==> config.mk <==
export PLATFORM = sky130hd
export DESIGN_NAME = uart_cmd_host
export DESIGN_NICKNAME = d
export VERILOG_FILES = /design/src/rtl/uart_cmd_host.sv
export SDC_FILE = /design/constraint.sdc
export NUM_CORES = 1
export LEC_CHECK = 0
export CAP_MARGIN = 20
export CORE_MARGIN = 4
export CORE_UTILIZATION = 40
export CTS_CLUSTER_DIAMETER = 150
export DETAILED_ROUTE_END_ITERATION = 8
export PLACE_DENSITY_LB_ADDON = 0.1
export SYNTH_ARGS = -nofsm -noshare
export SYNTH_HDL_FRONTEND = slang
export SYNTH_SLANG_ARGS = --single-unit
==> constraint.sdc <==
create_clock -name clk -period 2.4 [get_ports clk]
set_input_delay 0.6 -clock clk [delete_from_list [all_inputs] [get_ports clk]]
set_output_delay 0.6 -clock clk [all_outputs]
set_load 0.02 [all_outputs]
==> src/rtl/uart_cmd_host.sv <==
// Host side of the UART calculator link: sends {A,B,op} as even-parity
// frames, retries rejected bytes and checks the returned result frame.
module uart_cmd_host #(
  parameter int BIT_CYCLES   = 868,
  parameter int GAP_CYCLES   = 16,
  parameter int MAX_RETRY    = 3,
  parameter int TIMEOUT_BITS = 64
) (
  input  logic       clk,
  input  logic       res,
  input  logic       cmd_valid,
  input  logic [7:0] cmd_a,
  input  logic [7:0] cmd_b,
  input  logic [7:0] cmd_op,
  output logic       cmd_ready,
  output logic       tx_line,
  input  logic       peer_rx_rdy,
  input  logic       peer_rx_ok,
  input  logic       rx_line,
  output logic       peer_tx_en,
  output logic       peer_flag,
  output logic       rsp_valid,
  output logic [7:0] rsp_data,
  output logic [1:0] rsp_err
);

  localparam int CMAX = (BIT_CYCLES > GAP_CYCLES) ? BIT_CYCLES : GAP_CYCLES;
  localparam int CW   = $clog2(CMAX + 1);
  localparam int TO   = TIMEOUT_BITS * BIT_CYCLES;
  localparam int TW   = $clog2(TO + 1);
  localparam int RW   = $clog2(MAX_RETRY + 2);

  localparam logic [CW-1:0] BIT_LAST  = CW'(BIT_CYCLES - 1);
  localparam logic [CW-1:0] HALF_LAST = CW'(BIT_CYCLES / 2 - 1);
  localparam logic [CW-1:0] GAP_LAST  = CW'(GAP_CYCLES - 1);
  localparam logic [TW-1:0] TO_LAST   = TW'(TO - 1);
  localparam logic [RW-1:0] RMAX      = RW'(MAX_RETRY);

  typedef enum logic [2:0] {
    IDLE, TX_WAIT, TX_FRAME, TX_GAP, RX_WAIT, RX_FRAME, DONE
  } state_t;

  state_t        state;
  logic [7:0]    a, b, op;
  logic [1:0]    byte_idx;
  logic [RW-1:0] retry;
  logic [CW-1:0] cyc;
  logic [3:0]    bit_cnt;
  logic [10:0]   frame;
  logic [TW-1:0] tmr;
  logic          rx_s1, rx_s2;
  logic [7:0]    sh;
  logic          rx_par;
  logic [1:0]    send_idx;
  logic [7:0]    next_byte;
  logic          rx_good;

  function automatic logic [10:0] mk_frame(input logic [7:0] d);
    return {1'b1, ^d, d, 1'b0};
  endfunction

  // Byte to launch at the end of a gap: the next one if accepted, else again.
  assign send_idx = peer_rx_ok ? byte_idx + 2'd1 : byte_idx;

  always_comb begin
    next_byte = op;
    unique case (send_idx)
      2'd0:    next_byte = a;
      2'd1:    next_byte = b;
      default: next_byte = op;
    endcase
  end

  assign rx_good = (rx_par == ^sh) & rx_s2;

  always_ff @(posedge clk) begin
    if (res) begin
      state      <= IDLE;
      tx_line    <= 1'b1;
      cmd_ready  <= 1'b1;
      peer_tx_en <= 1'b0;
      peer_flag  <= 1'b1;
      rsp_valid  <= 1'b0;
      rsp_data   <= 8'h00;
      rsp_err    <= 2'd0;
      a          <= 8'h00;
      b          <= 8'h00;
      op         <= 8'h00;
      byte_idx   <= 2'd0;
      retry      <= '0;
      cyc        <= '0;
      bit_cnt    <= 4'd0;
      frame      <= '1;
      tmr        <= '0;
      rx_s1      <= 1'b1;
      rx_s2      <= 1'b1;
      sh         <= 8'h00;
      rx_par     <= 1'b0;
    end else begin
      rx_s1     <= rx_line;
      rx_s2     <= rx_s1;
      rsp_valid <= 1'b0;
      unique case (state)
        IDLE: begin
          if (cmd_valid) begin
            a         <= cmd_a;
            b         <= cmd_b;
            op        <= cmd_op;
            byte_idx  <= 2'd0;
            retry     <= '0;
            cmd_ready <= 1'b0;
            state     <= TX_WAIT;
          end
        end
        TX_WAIT: begin
          if (peer_rx_rdy) begin
            frame   <= mk_frame(a);
            tx_line <= 1'b0;
            cyc     <= '0;
            bit_cnt <= 4'd0;
            state   <= TX_FRAME;
          end
        end
        TX_FRAME: begin
          if (cyc == BIT_LAST) begin
            cyc <= '0;
            if (bit_cnt == 4'd10) begin
              state <= TX_GAP;
            end else begin
              bit_cnt <= bit_cnt + 4'd1;
              tx_line <= frame[1];
              frame   <= {1'b1, frame[10:1]};
            end
          end else begin
            cyc <= cyc + 1'b1;
          end
        end
        TX_GAP: begin
          if (cyc != GAP_LAST) begin
            cyc <= cyc + 1'b1;
          end else if (peer_rx_rdy) begin
            if (peer_rx_ok && byte_idx == 2'd2) begin
              retry      <= '0;
              tmr        <= '0;
              peer_tx_en <= 1'b1;
              state      <= RX_WAIT;
            end else if (!peer_rx_ok && retry == RMAX) begin
              rsp_valid  <= 1'b1;
              rsp_err    <= 2'd1;
              rsp_data   <= 8'h00;
              peer_tx_en <= 1'b0;
              state      <= DONE;
            end else begin
              if (peer_rx_ok) begin
                byte_idx <= byte_idx + 2'd1;
                retry    <= '0;
              end else begin
                retry <= retry + 1'b1;
              end
              frame   <= mk_frame(next_byte);
              tx_line <= 1'b0;
              cyc     <= '0;
              bit_cnt <= 4'd0;
              state   <= TX_FRAME;
            end
          end
        end
        RX_WAIT: begin
          if (!rx_s2) begin
            cyc     <= '0;
            bit_cnt <= 4'd0;
            state   <= RX_FRAME;
          end else if (tmr == TO_LAST) begin
            rsp_valid  <= 1'b1;
            rsp_err    <= 2'd3;
            rsp_data   <= 8'h00;
            peer_tx_en <= 1'b0;
            state      <= DONE;
          end else begin
            tmr <= tmr + 1'b1;
          end
        end
        RX_FRAME: begin
          // Start bit is checked half a bit in; later bits a full bit apart.
          if (bit_cnt == 4'd0) begin
            if (cyc == HALF_LAST) begin
              cyc <= '0;
              if (rx_s2) state <= RX_WAIT;
              else bit_cnt <= 4'd1;
            end else begin
              cyc <= cyc + 1'b1;
            end
          end else if (cyc == BIT_LAST) begin
            cyc     <= '0;
            bit_cnt <= bit_cnt + 4'd1;
            if (bit_cnt <= 4'd8) begin
              sh <= {rx_s2, sh[7:1]};
            end else if (bit_cnt == 4'd9) begin
              rx_par <= rx_s2;
            end else begin
              peer_flag <= rx_good;
              if (rx_good) begin
                rsp_valid  <= 1'b1;
                rsp_err    <= 2'd0;
                rsp_data   <= sh;
                peer_tx_en <= 1'b0;
                state      <= DONE;
              end else if (retry == RMAX) begin
                rsp_valid  <= 1'b1;
                rsp_err    <= 2'd2;
                rsp_data   <= 8'h00;
                peer_tx_en <= 1'b0;
                state      <= DONE;
              end else begin
                retry <= retry + 1'b1;
                tmr   <= '0;
                state <= RX_WAIT;
              end
            end
          end else begin
            cyc <= cyc + 1'b1;
          end
        end
        DONE: begin
          cmd_ready <= 1'b1;
          peer_flag <= 1'b1;
          state     <= IDLE;
        end
        default: state <= IDLE;
      endcase
    end
  end

endmodule

==> results.txt <==
status -> finished, violations left
failing checks -> negative setup slack
GRT Total Usage -> 0.1907
CP max-delay cell -> or3b_4
VDD IR max -> 0.5081 mV
Die ar. -> 15380 um^2
async set-or-reset flop fraction in the synthesized netlist -> 0
Post-synth EDFFs -> 0
FMAX -> 396.4 MHz
CP Launch Type -> register
Die Width -> 124.0 um
top-area cell type share of the netlist area -> 0.3606
Tot Pwr -> 5.243 mW
Placed Cells -> 941
router iterations before antenna repair -> 5
Final Core Density -> 0.5359
cells along the critical path -> ha_4, or3b_4, buf_6, or2_4, a222oi_1, nand4_1, buf_4, or3b_4, a21oi_2
multi-input logic area -> 3376 um^2
Pins Over Slew Limit -> 0
Synthesis Warnings -> 0
largest net degree at the start of global routing -> 68
final worst-path cycle share -> 1.051
IO buf count -> 44
Core Region -> 13190 um^2
XOR/XNOR Fraction of Synth Area -> 0.06668
cts bufs inserted -> 9
Synth area leaders -> dfxtp_1 (36%), nand2_1 (7.1%), a21oi_1 (5.9%)
Fin Clk Skew -> 0.007487 ns
DR iter-0 viols -> 340
Critical Path RT -> 2.69 ns
DRC errors left -> 0
num rows -> 42
total wire length -> 14670 um
sequential area share after synthesis -> 0.3606
Nets -> 826
number of global-route vias before repair -> 4886
most used cell, CP -> or3b_4
fin cells -> 967
final setup margin -> -0.1225 ns
worst hold path class -> reg -> reg
Die Y-Extent -> 124.0 um
Initial Utilization -> 0.4083
global-route wire length before repair -> 23470 um
gr ovfl total -> 0
mux cell area share after synthesis -> 0.03346
Synth Register Bits -> 97
root buffer cell -> clkbuf_16
CP max stage delay -> 0.38 ns
clock latency on the worst-skew pair -> 0.36 ns
fin crit period -> 2.523 ns
GP Congestion -> 0.9047
crit path kind -> reg -> reg
fillers -> 1293
CTS sink count -> 97
compound-cell area share of the yosys netlist -> 0.2103
DRT antenna net count -> 0
Sequential Area -> 1947 um^2
layout cells sized above 1 -> 0.1846
DP Wirelength -> 10460 um
Area growth syn-to-layout -> 31.25%
dominant synthesized flop cell -> dfxtp_1
Crit. End Element -> register
CTS tree -> done
clock-pin transition on the worst setup and hold timing paths -> 0.07 ns
final setup TNS -> -0.3395 ns
antenna violations before repair -> 0
Max-Cap Viols -> 0
synthesized instance count -> 680
Synth Area in Simple Gates -> 0.2644
number of H-tree levels -> 3
CTS max path bufs -> 2
Net Count, Synth -> 720
Avg Cell Area, Syn -> 7.919 um^2
Synth Cell Area -> 5385 um^2
setup violators final -> 9
Data arrival, critical path -> 2.81 ns
Lkg Pwr -> 2.661 nW
routed via count -> 5302
Synth cell types -> 68
n_diodes -> 0
pre-CTS setup slack -> -0.3169 ns
pwr dens -> 741.7 nW/um^2
Hold Buf Count CTS -> 0
Avg WL per Cell -> 15.17 um
RSZ-0062 raised after global routing -> yes
main combinational cell family by area after synthesis -> simple AND/OR/NAND/NOR gates
endpoints failing hold -> 0
DR vias/cell -> 5.483
relative slew slack -> 0.5615
top-level I/O count -> 45
Slew @ Worst Pin -> 0.6518 ns
Max FO, Critical Path -> 4
Adder-Cell Fraction of Synth Area -> 0.02323
leading area contributor after synthesis -> dfxtp_1
timing repair:
item,in CTS,in global routing
pin swaps,28,10
cloned,1,1
endpoints found under the hold margin,0,0
gates resized for setup,9,25
buffers inserted,6,4
setup endpoints to repair,12,38
metal layers:
layer,up-vias,wire (um),share of wire,global-route usage
met3,20,596,0.041,0.04178
met4,0,231,0.016,0.06160
li1,2656,-,-,-
met1,2517,6742,0.46,0.2457
met2,109,7100,0.48,0.3177
met5,-,0,0,0
registers in the layout, summed over array words and instances, names as in the netlist:
name,count
tmr,16
cyc,10
frame,9
a,8
b,8
op,8
rsp_data,8
sh,8
bit_cnt,4
retry,3
state,3
byte_idx,2
rsp_err,2
cmd_ready,1
peer_flag,1
peer_tx_en,1
rsp_valid,1
rx_par,1
rx_s1,1
rx_s2,1
tx_line,1
synthesized netlist by cell type (3+ instances only):
library cell / n
clkbuf_1: 34
nor2_1: 55
buf_2: 4
a211oi_1: 3
and2_1: 10
or4b_1: 9
a311oi_1: 11
nand2b_1: 8
dfxtp_1: 97
nand4_1: 11
o211ai_1: 3
a21oi_1: 64
nor2b_1: 5
xnor2_1: 17
inv_1: 18
xor2_1: 11
o22ai_1: 13
or4_1: 3
or3b_2: 3
nor4_1: 3
nor3b_1: 5
or3_1: 3
nand3_1: 21
ha_1: 10
mux2i_1: 18
xnor3_1: 4
o21ai_0: 50
nand3b_1: 6
nor3_1: 10
and3_1: 5
nand2_1: 102
a31oi_1: 15
or2_2: 4
report_power, final:
group          switching (mW)  internal (mW)
sequential              0.145           1.79
clock                   0.646          0.840
combinational           0.960          0.859
final timing paths:
path | startpoint | to | slack [ns] | cells after the start
min reg2reg | rsp_data[1]$_SDFFE_PP0P_ | rsp_data[1]$_SDFFE_PP0P_ | 0.46 | 2
max | cyc[0]$_SDFFE_PP0P_ | bit_cnt[1]$_SDFFE_PP0P_ | -0.12 | 9
min | rsp_data[1]$_SDFFE_PP0P_ | rsp_data[1]$_SDFFE_PP0P_ | 0.46 | 2
max reg2reg | cyc[0]$_SDFFE_PP0P_ | bit_cnt[1]$_SDFFE_PP0P_ | -0.12 | 9
cell families (layout without fill, tap and decap cells):
logic type                 count (synthesis)  count (layout)
xor gates and xnor gates                  33              33
DFF                                       97              97
adders and majority gates                 10              10
buffers and inverters                     58             169
muxes                                     18              18
and+or+nand+nor                          279             279
AOI/OAI and AO/OA                        185             185
area by class of cell:
type / instances / area share
clock buffers: 12 / 0.03487
clock inverters: 4 / 0.007258
inverters: 18 / 0.009559
flip-flops and latches: 97 / 0.2754
multi-input cells: 525 / 0.4776
repair buffers: 135 / 0.1641
well taps: 176 / 0.03116
placed cells by master (no fill, tap or decap), drive strengths merged, types with 12 or more instances in the layout:
master,n
a21oi,64
a31oi,15
buf,92
clkbuf,12
clkdlybuf4s50,43
dfxtp,97
inv,19
mux2i,18
nand2,102
nand3,22
nor2,55
o21ai,51
o22ai,13
xnor2,17
critical path, delay by kind of cell, from the launching register on:
kind,cells,cell delay (ns)
AND/OR/NAND/NOR,4,1.21
AO/OA/AOI/OAI,2,0.44
flip-flops,1,0.35
buffers and inverters,2,0.33
adder cells (fa/ha/maj),1,0.14
through the flow:
step	cell area [um^2]	hold slack, ns
2_1_floorplan	5403	0.3895
3_3_place_gp	6546	0.4467
3_5_place_dp	6546	0.4513
4_1_cts	6919	0.4610
5_1_grt	7068	0.4848
6_report	7068	0.4585
Note: power is estimated with default switching activity, not from simulation.
==> RTL edit (config.mk and constraints unchanged) <==
Set the parameter `GAP_CYCLES` to 32 (it was 16).
--- a/src/rtl/uart_cmd_host.sv
+++ b/src/rtl/uart_cmd_host.sv
@@ -2,7 +2,7 @@
 // frames, retries rejected bytes and checks the returned result frame.
 module uart_cmd_host #(
   parameter int BIT_CYCLES   = 868,
-  parameter int GAP_CYCLES   = 16,
+  parameter int GAP_CYCLES   = 32,
   parameter int MAX_RETRY    = 3,
   parameter int TIMEOUT_BITS = 64
 ) (
Function: no difference found for any inputs over 4 cycles, from zero or initial values; that may be too few to reach the edited logic, so the function may still have changed.
==> RTL edit against the unedited design <==
  * Design area fell by 3.7%
  * Via count fell by 9.0%
  * Die area fell by 0.93%
  * Sequential cell count did not move
  * Power fell by 2.0%
  * Setup slack improved by 0.21 ns
  * Synthesized area fell by 1.0%
  * Wire length fell by 6.4%
==> RTL edit: results (changes against the unedited design) <==
* Sequential share of power at 0.374 (+0.005)
* Endpoint, Worst Hold: rx_s2$_SDFF_PP1_
* Vias in the first global route at 4611 (-5.6%)
* Clock Skew at 0.00703 ns (-0.000454 ns)
* Post-layout nets at 776 (-6.1%)
* Initial DRC count at 357 (+5.0%)
* Deepest level of the CTS H-tree at 3 (unchanged)
* Int Pwr at 3.38 mW (-3.1%)
* Run status: finished clean
* Startpoint of the lowest-slack register-to-register path: sh[6]$_SDFFE_PP0P_
* Number of fill cells at 1252 (-3.2%)
* Pin count of the biggest net entering global routing at 76 (+12%)
* Unique cell type count in the Yosys netlist at 73 (+7.4%)
* Destination of the worst register-to-register timing path: rsp_data[6]$_SDFFE_PP0P_
* Setup Crit Path Kind: reg2reg
* Number of optimization iterations in the first detailed-route pass at 4 (-1)
* Avg WL per Cell at 15.0 um (-0.91%)
* Number of nets produced by synthesis at 689 (-4.3%)
* Overall track demand over capacity in global routing at 0.185 (-0.00585)
* Final routed DRC violation total at 0 (unchanged)
* Placed Cells at 892 (-5.2%)
* Top cells by instance count after synthesis: 97 x sky130_fd_sc_hd__dfxtp_1, 90 x sky130_fd_sc_hd__nand2_1, 72 x sky130_fd_sc_hd__nor2_1
* Via total after detailed routing at 4823 (-9.0%)
* Complex-gate fraction of the synthesized area at 0.172 (-0.0382)
* Maximum fanout along the worst path at 9 (+5)
* Top cells by area, synth: sky130_fd_sc_hd__dfxtp_1 36%, sky130_fd_sc_hd__nand2_1 6.3%, sky130_fd_sc_hd__a21oi_1 5.9%, sky130_fd_sc_hd__mux2i_1 5.8%, sky130_fd_sc_hd__nor2_1 5.1%
* Fmax at 432 MHz (+9.1%)
* Post-synthesis cell count at 649 (-4.6%)
* Count of warnings emitted by yosys at 0 (unchanged)
* Worst setup slack for register-to-register paths at 0.09 ns (+0.21 ns)
* Leak pwr at 2.68 nW (+0.87%)
* Pre-CTS setup slack at -0.568 ns (-0.251 ns)
* DR vias/cell at 5.28 (-3.7%)
* Cell depth of the worst min-delay path at 1 (-1)
* Global-route wire length before repair at 22400 um (-4.8%)
* Startpoint of the worst hold path: rx_s1$_SDFF_PP1_
* Total power at 5.14 mW (-2.0%)
* Standard cell with the maximum stage delay on the critical path: sky130_fd_sc_hd__xnor3_1
* Parity-gate share of the synthesized area counting xor and xnor cells at 0.0598 (-0.00684)
* Proportion of layout cells with a drive suffix above 1 at 0.181 (-0.00374)
* Portion of netlist area occupied by mux cells at 0.0779 (+0.0445)
* Worst r2r path cells at 8 (-1)
* Fraction of the mapped netlist area in adder cells at 0.0235 (+0.000234)
* Peak supply drop at 559 uV (+10%)
* Slew of the pin with the lowest slew margin at 0.521 ns (-0.131 ns)
* Arrival time of data at the critical path endpoint at 2.54 ns (-0.27 ns)
* Cell area after placement at 6350 um^2 (-3.1%)
* CP max stage delay at 0.45 ns (+0.07 ns)
* Diodes inserted at 0 (unchanged)
* Hpwl dp at 9930 um (-5.1%)
==> RTL edit: changes by cell type after synthesis, moves of 10 or more <==
cell and change:
sky130_fd_sc_hd__o21ai_0 -22, sky130_fd_sc_hd__nor2_1 +17, sky130_fd_sc_hd__mux2i_1 +13, sky130_fd_sc_hd__clkbuf_1 -12, sky130_fd_sc_hd__nand2_1 -12, sky130_fd_sc_hd__o22ai_1 -10
==> RTL edit: repair_timing <==
action | in CTS | in global routing
buffers inserted | 1 | 4
resized for setup | 6 | 34
gates cloned | 0 | 1
endpoints found under the setup margin | 25 | 35
pin swaps | 2 | 11
==> RTL edit: routing by layer <==
layer	up-vias	wire [um]	GRT usage
li1	2453	-	-
met1	2280	6440	0.241
met2	72	6580	0.304
met3	18	477	0.0421
met4	0	222	0.0574
met5	-	0	0
==> RTL edit: area by class of cell <==
cell class	count	share of cell area
Clock buffer	10	0.0351
Inverter	13	0.00717
Timing Repair Buffer	113	0.146
Tap cell	172	0.0316
Multi-Input combinational cell	502	0.486
Sequential cell	97	0.287
Clock inverter	6	0.00735
==> RTL edit: through the flow <==
stage	hold slack (ns)	TNS [ns]	util
2_1_floorplan	0.389	-0.0759	-
3_3_place_gp	0.393	-18.66	0.495
3_5_place_dp	0.392	-17.92	0.495
4_1_cts	0.410	0	0.520
5_1_grt	0.425	-0.0104	0.531
6_report	0.411	0	0.531
==> RTL edit: worst max-delay path, delay by kind of cell, from the launching register on <==
family                 cells  cell delay [ns]
AO/OA/AOI/OAI              2             0.44
XOR/XNOR                   3             0.92
buffers and inverters      1             0.20
flip-flops                 1             0.36
multiplexers               1             0.21
AND/OR/NAND/NOR            1             0.06
